==> config.mk <==
export PLATFORM = sky130hd
export DESIGN_NAME = compare_seq
export DESIGN_NICKNAME = d
export VERILOG_FILES = /design/src/rtl/compare_seq.sv
export SDC_FILE = /design/constraint.sdc
export NUM_CORES = 1
export LEC_CHECK = 0
export CAP_MARGIN = 10
export CELL_PAD_IN_SITES_DETAIL_PLACEMENT = 0
export CELL_PAD_IN_SITES_GLOBAL_PLACEMENT = 1
export CORE_ASPECT_RATIO = 0.6
export CORE_MARGIN = 1
export CORE_UTILIZATION = 44
export DETAILED_ROUTE_END_ITERATION = 6
export PLACE_DENSITY = 0.95
export SLEW_MARGIN = 20
export SYNTH_ARGS = -nofsm -noshare
export SYNTH_HDL_FRONTEND = slang
export SYNTH_SLANG_ARGS = --single-unit
==> constraint.sdc <==
create_clock -name clk -period 3.25 [get_ports clk]
set_clock_uncertainty 0.1 [all_clocks]
set_input_delay 0.65 -clock clk [delete_from_list [all_inputs] [get_ports clk]]
set_output_delay 0.65 -clock clk [all_outputs]
set_load 0.02 [all_outputs]
==> src/rtl/compare_seq.sv <==
// compare_seq: multi-cycle magnitude/equality comparator.
// Scans the operands CHUNK bits at a time from the most significant chunk
// down and stops on the first chunk that differs. Signed compares are turned
// into unsigned ones by flipping the sign bit of both operands at capture.
module compare_seq #(
   parameter int BUS_SIZE = 16,
   parameter int CHUNK    = 4
) (
   input  logic                clk,
   input  logic                rst,
   input  logic                start,
   input  logic                signed_mode,
   input  logic [BUS_SIZE-1:0] a,
   input  logic [BUS_SIZE-1:0] b,
   output logic                busy,
   output logic                done,
   output logic                eq,
   output logic                lt,
   output logic                gt
);

   localparam int N     = BUS_SIZE / CHUNK;
   localparam int IDX_W = (N > 1) ? $clog2(N) : 1;

   typedef enum logic {
      IDLE,
      SCAN
   } state_t;

   state_t              state_q, state_d;
   logic [IDX_W-1:0]    idx_q, idx_d;
   logic [BUS_SIZE-1:0] a_q, a_d;
   logic [BUS_SIZE-1:0] b_q, b_d;
   logic                busy_q, busy_d;
   logic                done_q, done_d;
   logic                eq_q, eq_d;
   logic                lt_q, lt_d;
   logic                gt_q, gt_d;

   logic [CHUNK-1:0]    a_chunk;
   logic [CHUNK-1:0]    b_chunk;
   int                  base;

   // Next-state logic: capture operands in IDLE, walk chunks MSB-first in SCAN.
   always_comb begin
      state_d = state_q;
      idx_d   = idx_q;
      a_d     = a_q;
      b_d     = b_q;
      busy_d  = busy_q;
      done_d  = 1'b0;
      eq_d    = eq_q;
      lt_d    = lt_q;
      gt_d    = gt_q;

      base    = int'(idx_q) * CHUNK;
      a_chunk = a_q[base +: CHUNK];
      b_chunk = b_q[base +: CHUNK];

      case (state_q)
         IDLE: begin
            if (start) begin
               a_d = a;
               b_d = b;
               if (signed_mode) begin
                  a_d[BUS_SIZE-1] = ~a[BUS_SIZE-1];
                  b_d[BUS_SIZE-1] = ~b[BUS_SIZE-1];
               end
               idx_d   = IDX_W'(N - 1);
               state_d = SCAN;
               busy_d  = 1'b1;
            end
         end
         SCAN: begin
            if (a_chunk != b_chunk) begin
               gt_d    = (a_chunk > b_chunk);
               lt_d    = !(a_chunk > b_chunk);
               eq_d    = 1'b0;
               done_d  = 1'b1;
               busy_d  = 1'b0;
               state_d = IDLE;
            end else if (idx_q == '0) begin
               eq_d    = 1'b1;
               lt_d    = 1'b0;
               gt_d    = 1'b0;
               done_d  = 1'b1;
               busy_d  = 1'b0;
               state_d = IDLE;
            end else begin
               idx_d = idx_q - IDX_W'(1);
            end
         end
         default: begin
            state_d = IDLE;
            busy_d  = 1'b0;
         end
      endcase
   end

   // State and result registers; reset aborts any scan in progress.
   always_ff @(posedge clk or posedge rst) begin
      if (rst) begin
         state_q <= IDLE;
         idx_q   <= '0;
         a_q     <= '0;
         b_q     <= '0;
         busy_q  <= 1'b0;
         done_q  <= 1'b0;
         eq_q    <= 1'b0;
         lt_q    <= 1'b0;
         gt_q    <= 1'b0;
      end else begin
         state_q <= state_d;
         idx_q   <= idx_d;
         a_q     <= a_d;
         b_q     <= b_d;
         busy_q  <= busy_d;
         done_q  <= done_d;
         eq_q    <= eq_d;
         lt_q    <= lt_d;
         gt_q    <= gt_d;
      end
   end

   assign busy = busy_q;
   assign done = done_q;
   assign eq   = eq_q;
   assign lt   = lt_q;
   assign gt   = gt_q;

endmodule

# Word-level counts from Yosys, hierarchy flattened
# Cells that the tools add are included.
[totals] output_inout_bits=5 inputBits=36 wordCells=49 regBits=40 mem_count=0 ram_bits=0 rom_bits=0 latchBits=0
[op_classes] div_mod_pow=0 multipliers=0 addsub=1 eq_ne=5 n_mux=21 bitwise_logic=3 reduce_logical=7 n_lt_le_gt_ge=1 shift=2
[op_table] operator="indexed part select 16 x 5 -> 4 bit" n=2
[op_table] operator="2-to-1 mux 1 bit" n=15
[op_table] operator="2-to-1 mux 2 bit" n=3
[op_table] operator="inequality test 2 bit (second input constant)" n=3
[op_table] operator="AND reduction 2 bit" n=3
[op_table] operator="greater-than comparator 4 bit" n=1
[op_table] operator="inequality test 4 bit" n=1
[op_table] operator="one-hot mux 1 bit (2 select lines)" n=2
[op_table] operator="one-hot mux 2 bit (2 select lines)" n=1
[op_table] operator="inequality test 3 x 1 -> 1 bit (second input constant)" n=1
[op_table] operator="inverter 1 bit" n=3
[op_table] operator="AND reduction 3 bit" n=1
[op_table] operator="logical NOT 2 bit" n=1
[op_table] operator="nonzero test 2 bit" n=1
[op_table] operator="subtractor 2 x 1 -> 2 bit (second input constant)" n=1
[op_table] operator="logical NOT 1 bit" n=1

# Longest topological paths before layout
[depth] word_depth=4 ltp_mapped=8 mapped_depth_nobuf=7

# Worst setup path after synthesis
# No wires, ideal clock.
[synth_timing] path_kind="flip-flop to flip-flop" startpoint="reg idx_q[0]" endpoint="reg idx_q[0]" slack_ns=1.097 stages_incl_launch_ff=8 n_path_buf=1 required_ns=3.073 synth_period_minus_slack_ns=2.153 t_arrival_ns=1.975 setup_time_ns=0.077 path_cell_list="dfrtp_1 buf_4 mux4_2 ha_1 nand2_1 nor4b_2 nor3_1 a21oi_1"
[synth_via] elab_chain_len=4 elab_cells_between_ends=11 cone_classes="add/sub (1); eq/ne (3); shift (2); mux (3); reduce/logical (2)"
[synth_rtl] item="start, declared" line="31" source="logic [IDX_W-1:0] idx_q, idx_d;"
[synth_rtl] item="start signal, assigned" line="114" source="idx_q <= idx_d;"
[synth_rtl] item="indexed part select 16 x 5 -> 4 bit (tied with other cells)" line="57" source="a_chunk = a_q[base +: CHUNK];"
[synth_rtl] item="inequality test 4 bit or 2-to-1 mux 2 bit (tied branches)" line="75, 82"
[synth_rtl] item="inequality test 2 bit (no line) or 2-to-1 mux 2 bit (tied branches)"
[synth_rtl] item="AND reduction 3 bit (no line) or one-hot mux 2 bit (2 select lines) (tied branches)"
# Parallel ways exist; a longest one is shown, timed or not. The select of a mux whose other input is x is not followed.
# A chain may end at the register's enable or synchronous reset.

# Worst setup path in the final report
[layout_timing] startpoint="reg idx_q[0]" endpoint="reg gt_q (netlist: gt)"
[layout_via] elab_chain_len=4 elab_cells_between_ends=8 cone_classes="order compare (1); eq/ne (1); shift (2); mux (1); reduce/logical (3)"
[layout_rtl] item="parallel branches: the longest is 4 deep, another holds greater-than comparator 4 bit"
[layout_rtl] item="end signal, assigned" line="121" source="gt_q <= gt_d;"
[layout_rtl] item="end, declared" line="38" source="logic gt_q, gt_d;"
# Parallel ways; which one is timed is not known.

==> run summary <==
Clock root buffer = clkbuf_8
DR vias = 1153
CP max FO = 11
Async S/R FF share, synth = 1.000
First-pass GRT wire length = 5.927 mm
WHS = 0.3853 ns
Power consumption = 1848 uW
Synthesized area per cell = 14.80 um^2
Worst Tran Pin Value = 0.5835 ns
Hold_sp = busy$_DFFE_PP0P_
Final Hold Viols = 0
Post_cts resized = 0
Mapped cell area = 0.001879 mm^2
Post-Place Worst Slack = 0.6964 ns
GP Congestion = 0.7718
Fmax = 0.3916 GHz
Clk buf depth = 2
Antenna violations before repair = 0
Initial drt markers = 65
Yosys cell types = 22
Synth-to-layout area growth = 28.16%
Hold path cells = 1
Switching Power = 570.3 uW
Post-synthesis mux area share = 0.2996
Initial DRT Pass Iterations = 4
Sw Share = 0.3086
Max-Cap Viols = 0
Reg-to-reg slack, setup = 0.70 ns
Period utilization = 0.7858
Worst R2R Path Depth = 6
Share of cells above drive strength 1 = 0.2865
Syn. warnings = 0
Synthesized flop and latch total = 40
Seq pwr share = 0.439
Fin Setup TNS = 0 ns
Core area = 0.003871 mm^2
Via density = 5.057
DIE AREA = 0.004545 mm^2
Clk sinks = 40
Fillers = 299
Number of remaining DRC errors = 0
Largest stage delay, worst path = 0.72 ns
Leak = 0.001070 uW
Post-DP HPWL = 2.544 mm
Gr ovfl total = 0
CTS Buf Count = 5
Largest family of logic cells by synthesized area = multiplexers
Port-buffer cells = 40
Unrepaired setup endpoints after global routing = no
Internal power = 1278 uW
Slew Viols, Final = 0
Cts hold-fix bufs = 0
Setup Buffers After CTS = 0
Min-delay worst type = flip-flop to flip-flop
TritonCTS clock tree = yes
Largest cells by area after synthesis = dfrtp_1 (53%), mux2_2 (11%), mux2_4 (9.6%)
Combinational Power Share = 0.377
Drt total wl = 3.457 mm
ANT cells = 0
Seq/Total Area, Yosys = 0.5326
Rel. slew slack = 0.6110
Final min period = 2.554 ns
Yosys top cell area share = 0.5326
Compound-Gate Fraction of Synth Area = 0.03862
CP Launch Type = flip-flop
Most frequent cells after synthesis = dfrtp_1 (40), mux2_2 (18), mux2_4 (12)
Critical Path Sink Type = flip-flop
Routed Antenna Nets = 0
Simple-gate share of the synthesized area = 0.03728
Vias in the first global route = 1221
Worst skew pair latency = 0.30 ns
Number of flops mapped to enable cells by yosys = 0
Predominant post-synthesis flop cell = dfrtp_1
WL/cell = 15.16 um
PwrDens = 767.2 mW/mm^2
Synth Area in XOR/XNOR = 0.009321
Data required time at the worst endpoint = 3.34 ns
Worst EP arrival = 2.64 ns
Post-Syn Instances = 127
Post-Syn Nets = 168
Die height = 52.63 um
Synth Area in Adders = 0.03329
Gr usage total = 0.1806
H-tree levels = 2
Pin count of the biggest net entering global routing = 41
Clock power share = 0.184
Reg2reg end = gt$_DFFE_PP0P_
Reg-to-reg critical path startpoint = idx_q[0]$_DFFE_PP0P_
Cell with the most instances after synthesis = dfrtp_1
Status = completed
Ordered cell list for the critical path = mux4_2 > ha_1 > nand2_1 > o21ai_0 > inv_1 > a21o_1
Worst Hold End = busy$_DFFE_PP0P_
# rows = 17
Clock slew at reported path FFs = 0.07 ns
Fin worst setup slack = 0.6961 ns
Initial Util = 0.4855
Setup violations, final = 0
Non-Filler Instances = 228
# nets final = 211
Critical path's slowest cell = dfrtp_1
Setup CP Type = flip-flop to flip-flop
Placed insts = 220
Boundary pin count = 41
Die Wd = 86.37 um
Cell taking the most area after synthesis = dfrtp_1
Max VDD drop = 0.2927 mV
==> cell type report <==
type | instances | area (um^2) | share of cell area
flip-flops and latches | 40 | 1001 | 0.4156
multi-input cells | 71 | 793.3 | 0.3294
repair buffers | 42 | 415.4 | 0.1725
clock buffers | 8 | 90.09 | 0.03740
well taps | 57 | 71.32 | 0.02961
inverters | 10 | 37.54 | 0.01558
==> worst max-delay path: cells and delay by family, from the launching register on <==
kind / cells / cell delay [ns]
mux: 1 / 0.61
simple gates: 1 / 0.09
buf+inv: 1 / 0.12
fa+ha+maj: 1 / 0.29
compound gates: 2 / 0.51
flops: 1 / 0.72
==> state kept, by name (all words and copies together) (netlist names) <==
name / flops
a_q: 16
b_q: 16
idx_q: 2
busy: 1
done: 1
eq: 1
gt: 1
lt: 1
state_q: 1
==> power by group through the flow <==
stage	Clock [uW]	Sequential, uW	Combinational [uW]
after floorplan	0	788	534
after global placement	0	816	674
after detailed placement	0	824	698
after CTS	349	814	705
after global routing	371	841	769
final	340	811	697
==> worst max path at each step <==
stage,to,from
after detailed placement,gt$_DFFE_PP0P_,idx_q[0]$_DFFE_PP0P_
after CTS,gt$_DFFE_PP0P_,idx_q[0]$_DFFE_PP0P_
after global placement,idx_q[0]$_DFFE_PP0P_,idx_q[0]$_DFFE_PP0P_
after floorplan,idx_q[0]$_DFFE_PP0P_,idx_q[0]$_DFFE_PP0P_
final,gt$_DFFE_PP0P_,idx_q[0]$_DFFE_PP0P_
after global routing,idx_q[0]$_DFFE_PP0P_,idx_q[0]$_DFFE_PP0P_
==> cells in the final DEF (no fill, tap or decap) <==
cell type        Yosys  routed
ha_1                 5       5
buf_4                1       2
nor4b_2              1       1
o21ai_0              3       3
clkdlybuf4s50_1      0      40
or2_2                1       1
inv_1               10      10
a21o_1               2       2
and3_1               1       1
clkbuf_8             0       6
clkbuf_1             0       2
dfrtp_1             40      40
mux2_2              18      18
mux4_2               8       8
nor2b_4              0       1
a21oi_1              7       7
nor2_1               3       3
mux2_4              12      12
xnor2_1              2       2
nand2_1              4       4
nor3_1               2       2
o31ai_1              1       1
==> cells by family after synthesis <==
logic type / Yosys count
AOI/OAI and AO/OA: 13
and+or+nand+nor: 13
adders and majority gates: 5
xor gates and xnor gates: 2
DFF: 40
buffers and inverters: 16
muxes: 38
==> metrics by stage <==
stage,area (um^2),utilization
after global routing,2409,0.6222
after CTS,2409,0.6222
after detailed placement,2318,0.5989
after floorplan,1879,-
final,2409,0.6222
after global placement,2318,0.5989
==> metal layers <==
layer	wire length, um	track usage	part of all wire	vias to the layer above
li1	-	-	-	534
met1	1583	0.2354	0.46	576
met2	1567	0.2804	0.45	35
met3	219	0.05354	0.063	8
met4	86	0.08611	0.025	0
met5	0	0	0	-
No activity file was read; power rests on OpenSTA's default activity.
